<file path="src/rtl/dmem_arb_pkg.sv">
// ============================================================================
// Module : dmem_arb_pkg
// Brief  : Shared state encoding and default widths for the data-memory arbiter.
// Rev    : 1.0 - initial release
// ============================================================================
`default_nettype none

package dmem_arb_pkg;

    localparam int ADDR_W_DEF = 32;
    localparam int DATA_W_DEF = 32;

    localparam logic [1:0] ST_IDLE = 2'd0;
    localparam logic [1:0] ST_ACC  = 2'd1;
    localparam logic [1:0] ST_RESP = 2'd2;

    typedef enum logic [1:0] {
        IDLE = ST_IDLE,
        ACC  = ST_ACC,
        RESP = ST_RESP
    } state_e;

endpackage

`default_nettype wire

</file>
<file path="src/rtl/arb2_pick.sv">
// ============================================================================
// Module : arb2_pick
// Brief  : Two-way winner selection; round-robin when DMEM_ARB_RR_EN is
//          defined, otherwise fixed priority with requester 0 on top.
// Rev    : 1.0 - initial release
// ============================================================================
`default_nettype none

module arb2_pick (
    input  logic       clk_i,
    input  logic       rst_i,
    input  logic [1:0] req_i,
    input  logic       take_i,
    output logic       any_o,
    output logic       win_o
);

    assign any_o = |req_i;

`ifdef DMEM_ARB_RR_EN
    // r_last remembers the previous winner; reset value makes m0 win first.
    logic r_last;

    always_ff @(posedge clk_i) begin
        if (rst_i) begin
            r_last <= 1'b1;
        end else if (take_i) begin
            r_last <= win_o;
        end
    end

    assign win_o = (&req_i) ? ~r_last : req_i[1];
`else
    logic w_unused;
    assign w_unused = &{1'b0, clk_i, rst_i, take_i};

    assign win_o = ~req_i[0];
`endif

endmodule

`default_nettype wire

</file>
<file path="src/rtl/dmem_arbiter.sv">
// ============================================================================
// Module : dmem_arbiter
// Brief  : Two-requester arbiter for a single data-memory port. One access
//          at a time: grant, memory strobe, ack. Macro DMEM_ARB_RR_EN selects
//          round-robin arbitration (default build is fixed priority).
// Rev    : 1.0 - initial release
// ============================================================================
`default_nettype none

module dmem_arbiter
    import dmem_arb_pkg::*;
#(
    parameter int ADDR_W = ADDR_W_DEF,
    parameter int DATA_W = DATA_W_DEF
) (
    input  logic              clk_i,
    input  logic              rst_i,

    input  logic              m0_req_i,
    input  logic              m0_we_i,
    input  logic [ADDR_W-1:0] m0_addr_i,
    input  logic [DATA_W-1:0] m0_wdata_i,
    output logic              m0_gnt_o,
    output logic              m0_ack_o,
    output logic [DATA_W-1:0] m0_rdata_o,

    input  logic              m1_req_i,
    input  logic              m1_we_i,
    input  logic [ADDR_W-1:0] m1_addr_i,
    input  logic [DATA_W-1:0] m1_wdata_i,
    output logic              m1_gnt_o,
    output logic              m1_ack_o,
    output logic [DATA_W-1:0] m1_rdata_o,

    output logic [ADDR_W-1:0] mem_addr_o,
    output logic [DATA_W-1:0] mem_wdata_o,
    output logic              mem_we_o,
    output logic              mem_re_o,
    input  logic [DATA_W-1:0] mem_rdata_i
);

    state_e            r_state;
    logic              r_who;
    logic              r_we;
    logic [ADDR_W-1:0] r_addr;
    logic [DATA_W-1:0] r_wdata;
    logic [DATA_W-1:0] r_rdata0;
    logic [DATA_W-1:0] r_rdata1;

    logic w_any;
    logic w_win;
    logic w_take;
    logic w_acc;
    logic w_ack;

    assign w_take = (r_state == IDLE) && w_any && !rst_i;
    assign w_acc  = (r_state == ACC);
    // Reset in RESP abandons the access, so the ack must not escape that cycle.
    assign w_ack  = (r_state == RESP) && !rst_i;

    arb2_pick u_pick (
        .clk_i  (clk_i),
        .rst_i  (rst_i),
        .req_i  ({m1_req_i, m0_req_i}),
        .take_i (w_take),
        .any_o  (w_any),
        .win_o  (w_win)
    );

    always_ff @(posedge clk_i) begin
        if (rst_i) begin
            r_state  <= IDLE;
            r_who    <= 1'b0;
            r_we     <= 1'b0;
            r_addr   <= '0;
            r_wdata  <= '0;
            r_rdata0 <= '0;
            r_rdata1 <= '0;
        end else begin
            case (r_state)
                IDLE: begin
                    if (w_any) begin
                        r_state <= ACC;
                        r_who   <= w_win;
                        r_we    <= w_win ? m1_we_i    : m0_we_i;
                        r_addr  <= w_win ? m1_addr_i  : m0_addr_i;
                        r_wdata <= w_win ? m1_wdata_i : m0_wdata_i;
                    end
                end
                ACC: begin
                    r_state <= RESP;
                end
                RESP: begin
                    r_state <= IDLE;
                    if (!r_we) begin
                        if (r_who) begin
                            r_rdata1 <= mem_rdata_i;
                        end else begin
                            r_rdata0 <= mem_rdata_i;
                        end
                    end
                end
                default: begin
                    r_state <= IDLE;
                end
            endcase
        end
    end

    assign m0_gnt_o = w_take && !w_win;
    assign m1_gnt_o = w_take &&  w_win;
    assign m0_ack_o = w_ack && !r_who;
    assign m1_ack_o = w_ack &&  r_who;

    // Read data arrives during RESP; pass it through so it is valid with ack.
    assign m0_rdata_o = (m0_ack_o && !r_we) ? mem_rdata_i : r_rdata0;
    assign m1_rdata_o = (m1_ack_o && !r_we) ? mem_rdata_i : r_rdata1;

    assign mem_addr_o  = w_acc ? r_addr  : '0;
    assign mem_wdata_o = w_acc ? r_wdata : '0;
    assign mem_we_o    = w_acc &&  r_we;
    assign mem_re_o    = w_acc && !r_we;

endmodule

`default_nettype wire
</file>
<file path="config.mk">
export PLATFORM = sky130hd
export DESIGN_NAME = dmem_arbiter
export DESIGN_NICKNAME = d
export VERILOG_FILES = /design/src/rtl/dmem_arb_pkg.sv /design/src/rtl/arb2_pick.sv /design/src/rtl/dmem_arbiter.sv
export SDC_FILE = /design/constraint.sdc
export NUM_CORES = 1
export LEC_CHECK = 0
export CAP_MARGIN = 20
export CORE_MARGIN = 1
export CORE_UTILIZATION = 37
export DETAILED_ROUTE_END_ITERATION = 8
export GPL_TIMING_DRIVEN = 0
export PLACE_DENSITY = 0.88
export REMOVE_ABC_BUFFERS = 1
export SYNTH_ARGS = -nofsm -noshare
export SYNTH_HDL_FRONTEND = slang
export SYNTH_SLANG_ARGS = --single-unit
export TNS_END_PERCENT = 1
</file>
<file path="constraint.sdc">
create_clock -name clk_i -period 2 [get_ports clk_i]
set_clock_uncertainty 0.15 [all_clocks]
set_input_delay 0.2 -clock clk_i [delete_from_list [all_inputs] [get_ports clk_i]]
set_output_delay 0.2 -clock clk_i [all_outputs]
set_load 0.005 [all_outputs]
</file>
==> results of run 1 <==
-- cell usage after synthesis (all sizes together) --
master	count	area [um^2]
inv	1	3.75
or3b	1	8.76
mux2	64	721
and2	66	413
buf	23	134
nor2	6	30.0
a21oi	68	340
dfxtp	132	2640
or2	1	6.26
mux2i	65	651
a211oi	66	495
a22o	64	561
nor3b	2	15.0
nor3	3	26.3
clkbuf	40	150
nand2b	3	18.8
nand2	1	3.75
nor2b	1	6.26
-- flip-flops by register name (all words and copies together) (netlist names) --
| register | count |
|---|---|
| r_who | 1 |
| r_rdata1 | 32 |
| r_we | 1 |
| r_rdata0 | 32 |
| r_wdata | 32 |
| r_state | 2 |
| r_addr | 32 |
-- worst min path at each step --
stage / startpoint / endpoint / slack [ps] / depth (start not counted)
after detailed placement: r_rdata0[20] / r_rdata0[20] / 310 / 1
after global routing: m0_req_i / r_who / 60 / 2
after global placement: r_rdata0[22] / r_rdata0[22] / 300 / 1
final: m0_req_i / r_who / 40 / 2
after CTS: m0_req_i / r_who / 70 / 2
after floorplan: rst_i / r_state[0] / 120 / 1
-- per-layer routing --
| layer | routed length (um) | vias up | GRT usage [%] |
|---|---|---|---|
| li1 | - | 2894 | - |
| met1 | 9370 | 3012 | 31.3 |
| met3 | 1300 | 71 | 6.10 |
| met4 | 824 | 0 | 11.4 |
| met5 | 0 | - | 0 |
| met2 | 11400 | 256 | 41.7 |
-- worst max-delay path, stage by stage (launching register included) --
cell       delay, ps
dfxtp_4          350
or3b_4           430
nor3_4           220
clkbuf_16        210
buf_16           140
buf_12           130
buf_6            100
mux2_4           300
buf_6            120
-- cells by family after synthesis --
family / after synthesis
AOI/OAI and AO/OA: 198
DFF: 132
muxes: 129
and+or+nand+nor: 84
buffers and inverters: 64
-- stage by stage --
| stage | setup TNS, ps | cells | worst slack, ps | utilization, % | power, mW |
|---|---|---|---|---|---|
| after global routing | -86380 | 1155 | -834 | 64.6 | 7.95 |
| after detailed placement | -160160 | 1073 | -1250 | 57.3 | 4.32 |
| after floorplan | -247090 | 544 | -2270 | - | 3.47 |
| after global placement | -993320 | 1063 | -5430 | 55.7 | 4.26 |
| after CTS | -86110 | 1147 | -812 | 64.1 | 7.68 |
| final | -67670 | 1155 | -758 | 64.6 | 7.67 |
-- cells in the final DEF, fill, tap and decap left out, types with 2 or more instances in the layout --
master / instances
clkdlybuf4s15_2: 4
a211oi_1: 66
clkbuf_2: 37
mux2_2: 20
mux2i_1: 65
dfxtp_4: 3
buf_2: 14
dfxtp_1: 128
clkinv_4: 4
inv_8: 2
clkinvlp_4: 2
dlymetal6s2s_1: 10
clkdlybuf4s50_1: 193
bufinv_16: 3
a21oi_4: 2
a21oi_1: 66
buf_6: 43
nor2_4: 3
buf_16: 7
nand2b_1: 2
and2_1: 64
and2_4: 2
dlygate4sd2_1: 12
nor3_1: 2
nor3b_1: 2
inv_6: 4
buf_12: 10
buf_4: 21
mux2_4: 43
clkbuf_16: 18
nor2_1: 4
a22o_1: 64
buf_8: 4
-- area by class of cell --
class                      instances  share of cell area [%]
clock buffer                      17                    3.99
clock inverter                    15                    1.85
inverter                           1                  0.0352
multi-input combinational        414                    33.1
sequential                       132                    24.9
tap                              220                    2.58
timing repair buffer             356                    33.6
-- what timing repair did --
item                                    CTS  global route
setup buffers                            34             8
pin swaps                                20             6
resized for setup                       284           122
endpoints found under the setup margin  264           219
gates cloned                              8             0
-- report_power, final --
group          total [mW]  internal [mW]  switching (mW)
clock                3.31           2.00            1.31
sequential           2.91           2.81          0.0986
combinational        1.44          0.806           0.632
total                7.67           5.62            2.04
==> results.yml, run 1 <==
setup_path:
  cp-end-kind: "primary output"
  rr_endpoint: "r_addr[7]"
  cp-startpoint: "r_we"
  reg2reg_depth: 5
  crit_end: "m0_rdata_o[23]"
  timing.rr.start: "r_state[1]"
  arrival_ps: 2410
  path_max_fanout: 8
  cp-start-kind: "flip-flop"
  crit_required_ps: 1650
  ff2ff_setup_slack_ps: -100
  criticalPathCategory: "reg2out"
final_layout:
  drive_gt1_share_pct: 27.2
  multi_input_area_um2: 3530
  design_area_um2: 10700
  register_area_um2: 2660
  antenna_cells: 0
  areaGrowthSynthToFinish_pct: 71.4
  nFillCells: 1286
  fin_nets: 1088
timing:
  fin_crit_ps: 2760
  drv_slew: 0
  setup_viol: 216
  tightest_slew_ps: 980
  rsz0062_at_grt: "true"
  slew_headroom_pct: 34.5
  holdWs_ps: 39.0
  finalWorstSetupSlack_ps: -758
  max_freq_ghz: 0.363
  finalHoldViolCount: 0
  fin_crit_sh_pct: 138
yosys:
  synth_xor_area_share_pct: 0
  ys_ff_latch: 132
  synth_compound_area_share_pct: 22.4
  yosys_warnings: 0
  synth_cells: 607
  avgSynthCellArea_um2: 10.3
  synth_adder_area_share_pct: 0
  synth_cell_types: 24
  synth_top_family_by_area: "compound AO/OA/AOI/OAI gates"
  syn_area_um2: 6230
  synth_simple_gate_area_share_pct: 8.48
  synthMuxAreaShare_pct: 22.0
  ys_seq_area_share_pct: 42.4
floorplan:
  rows: 47
  dieHeight_um: 132
  dieArea_um2: 17400
  die_w_um: 132
  core_um2: 16500
  io_pins: 300
  start_util_pct: 37.7
place:
  finalWeightedCongestion: 0.756
  place_area_um2: 9470
  port_buffers: 299
  dp_hpwl_um: 13900
drt:
  wl_per_cell_um: 19.8
  antenna_left: 0
  wl_um: 22900
  drtPass1Iterations: 7
  via_per_inst: 5.40
  route.detailed.drc: 0
  drtIter0Drc: 332
  routed-via-count: 6233
global_routing:
  grt_use_total_pct: 25.3
  antenna_found_initial: 0
  grt_pass1_vias: 6116
  grt_pass1_wl_um: 34300
  grt_overflow: 0
  grt_max_degree: 76
power:
  p_per_area_nw_per_um2: 718
  leakage_nw: 4.69
  vdd_drop_max_mv: 0.558
clocking:
  cts.sinks: 132
  h-tree-depth: 4
  clkSlewWorstSetupHoldPaths_ps: 60
  tritoncts: "built"
  clockRootBuffer: "clkbuf_16"
  cts_buffers: 17
  worstSkewPairLatency_ps: 410
  clockBufferDepth: 2
  cts_hold_buf: 0
status:
  failed_checks: "negative setup slack"
  status: "finished with violations"
flow_run:
  cap_violations: 0
worst_hold_path:
  min_path_type: "in2reg"
Power figures use the tool's default switching activity.
==> inputs of run 2 (changes only) <==
CORE_ASPECT_RATIO = 0.7   (was not set)
CORE_UTILIZATION = 25   (was 37)
PLACE_DENSITY = 0.67   (was 0.88)
==> run 2 against run 1 <==
  * The flow still finishes with violations (negative setup slack)
  * Routed wire length fell by 0.16%
  * Die area rose by 47%
  * Critical path depth rose by 1
  * Combinational power rose by 3%
  * Register-to-register slack improved by 180 ps
  * Critical path type unchanged
  * Sequential share of layout area fell by 0.88 points
  * Fmax rose by 4.1%
  * Highest routed layer unchanged
  * Global-route usage fell by 7.5 points
  * Cell count rose by 8.3%
==> results.yml, run 2 (synthesis results as in run 1) <==
power:
  internal-power_mw: 5.89
  p_clk_share_pct: 44.6
  power.net_switching_mw: 2.03
  leakage_nw: 4.55
  vdd_drop_max_mv: 0.573
  p_per_area_nw_per_um2: 715
  p_comb_share_pct: 18.7
  pwr-share-seq_pct: 36.7
  switching_share_pct: 25.6
status:
  status: "finished with violations"
  failed_checks: "negative setup slack"
setup_path:
  crit_required_ps: 1650
  rr_endpoint: "r_addr[1]"
  cp-end-kind: "primary output"
  cp-start-kind: "flip-flop"
  arrival_ps: 2300
  criticalPathCategory: "reg2out"
  ff2ff_setup_slack_ps: 80
  path_max_fanout: 7
  timing.rr.start: "r_state[1]"
  reg2reg_depth: 6
place:
  dp_hpwl_um: 14600
  finalWeightedCongestion: 0.774
  place_inst: 1172
  post-place-ws_ps: -1280
  port_buffers: 299
final_layout:
  final_common_cell: "clkdlybuf4s50_1"
  antenna_cells: 0
  fin_nets: 1086
  instances_no_fill: 1251
  areaGrowthSynthToFinish_pct: 77.7
  mostFrequentLayoutCells: "clkdlybuf4s50_1 (177), dfxtp_1 (128), a21oi_1 (66), a211oi_1 (66), mux2i_1 (65)"
  drive_gt1_share_pct: 29.2
  fin_util_pct: 46.0
drt:
  drtPass1Iterations: 6
  antenna_left: 0
  drtIter0Drc: 233
  via_per_inst: 4.77
  route.detailed.drc: 0
  wl_per_cell_um: 18.3
  routed-via-count: 5971
  wl_um: 22900
clocking:
  clkSlewWorstSetupHoldPaths_ps: 60
  tritoncts: "built"
  clockBufferDepth: 2
  worstSkewPairLatency_ps: 410
  cts_buffers: 17
  h-tree-depth: 4
  cts.sinks: 132
  clockRootBuffer: "clkbuf_16"
global_routing:
  grt_use_met3_pct: 4.00
  grt_overflow: 0
  busiest_layer: "met2"
  use_met2_pct: 27.1
  use_met1_pct: 25.1
  grt_pass1_vias: 6085
  grt_pass1_wl_um: 35200
  antenna_found_initial: 0
  grt_use_total_pct: 17.8
  grt_max_degree: 76
floorplan:
  io_pins: 300
  rows: 47
  core_um2: 24100
  start_util_pct: 25.9
  die_w_um: 191
  dieArea_um2: 25500
  dieHeight_um: 134
worst_hold_path:
  min_path_cells: 2
  whs_endpoint: "r_state[0]"
  min-delay-start: "rst_i"
  min_path_type: "in2reg"
timing:
  fin_crit_ps: 2650
  tightest_slew_ps: 902
  setup_viol: 124
  max_freq_ghz: 0.377
  rsz0062_at_grt: "true"
  drv_slew: 0
  slew_headroom_pct: 39.8
  finalHoldViolCount: 0
  fin_crit_sh_pct: 132
  finalWorstSetupSlack_ps: -650
flow_run:
  cap_violations: 0
==> run 2: cell types whose count changed in the layout (fill, tap and decap cells not counted), moves of 13 or more <==
| cell | delta |
|---|---|
| clkdlybuf4s15_1 | +13 |
| clkdlybuf4s50_1 | -16 |
| buf_6 | +15 |
| clkdlybuf4s15_2 | +30 |
| clkbuf_2 | -23 |
==> run 2: how the worst max path moves through the flow <==
stage,from,end,slack [ps]
6_report,r_we,m1_rdata_o[29],-650
5_1_grt,r_we,m1_rdata_o[24],-760
4_1_cts,r_state[0],m1_rdata_o[22],-780
3_5_place_dp,r_state[1],m0_rdata_o[11],-1280
3_3_place_gp,m0_req_i,r_who,-5630
2_1_floorplan,r_state[1],r_who,-2270
==> run 2: layer usage <==
| layer | up-vias | part of all wire [%] |
|---|---|---|
| li1 | 2890 | - |
| met1 | 2873 | 49 |
| met2 | 188 | 44 |
| met4 | 0 | 1.2 |
| met5 | - | 0 |
| met3 | 20 | 5.4 |
==> run 2: cell type report <==
cell class	count	area [um^2]
repair buffers	354	3770
inverters	1	3.75
well taps	318	398
flip-flops and latches	132	2660
clock inverters	14	224
fillers	2237	13000
multi-input cells	414	3580
clock buffers	18	429
==> run 2: critical path: stages, from the launching register on <==
cell     delay, ps
dfxtp_4        350
or3b_4         420
buf_6          140
nor2_4         120
buf_12         120
buf_8          100
buf_12         110
buf_8          100
mux2_4         300
buf_6          120
==> run 2: timing repair <==
item	CTS	global route
gates cloned	10	0
hold buffers	0	0
endpoints found under the setup margin	264	214
pin swaps	16	8
buffers inserted	33	8
gates resized for setup	460	73
==> run 2: stage by stage <==
| stage | hold WS [ps] | power (mW) | TNS, ps | instance area (um^2) |
|---|---|---|---|---|
| global placement | 299 | 4.29 | -1066620 | 9330 |
| detailed placement | 303 | 4.34 | -124400 | 9610 |
| CTS | 108 | 7.99 | -71680 | 10900 |
| floorplan | 122 | 3.47 | -247090 | 5940 |
| finish | 130 | 7.91 | -53420 | 11100 |
| global route | 143 | 8.27 | -67980 | 11100 |
==> run 2: power groups by stage <==
stage               sequential [mW]  clock (mW)  combinational, mW
floorplan                      2.93           0              0.537
global placement               2.95           0               1.34
detailed placement             2.96           0               1.38
CTS                            2.90        3.62               1.46
global route                   2.92        3.74               1.60
finish                         2.90        3.53               1.48
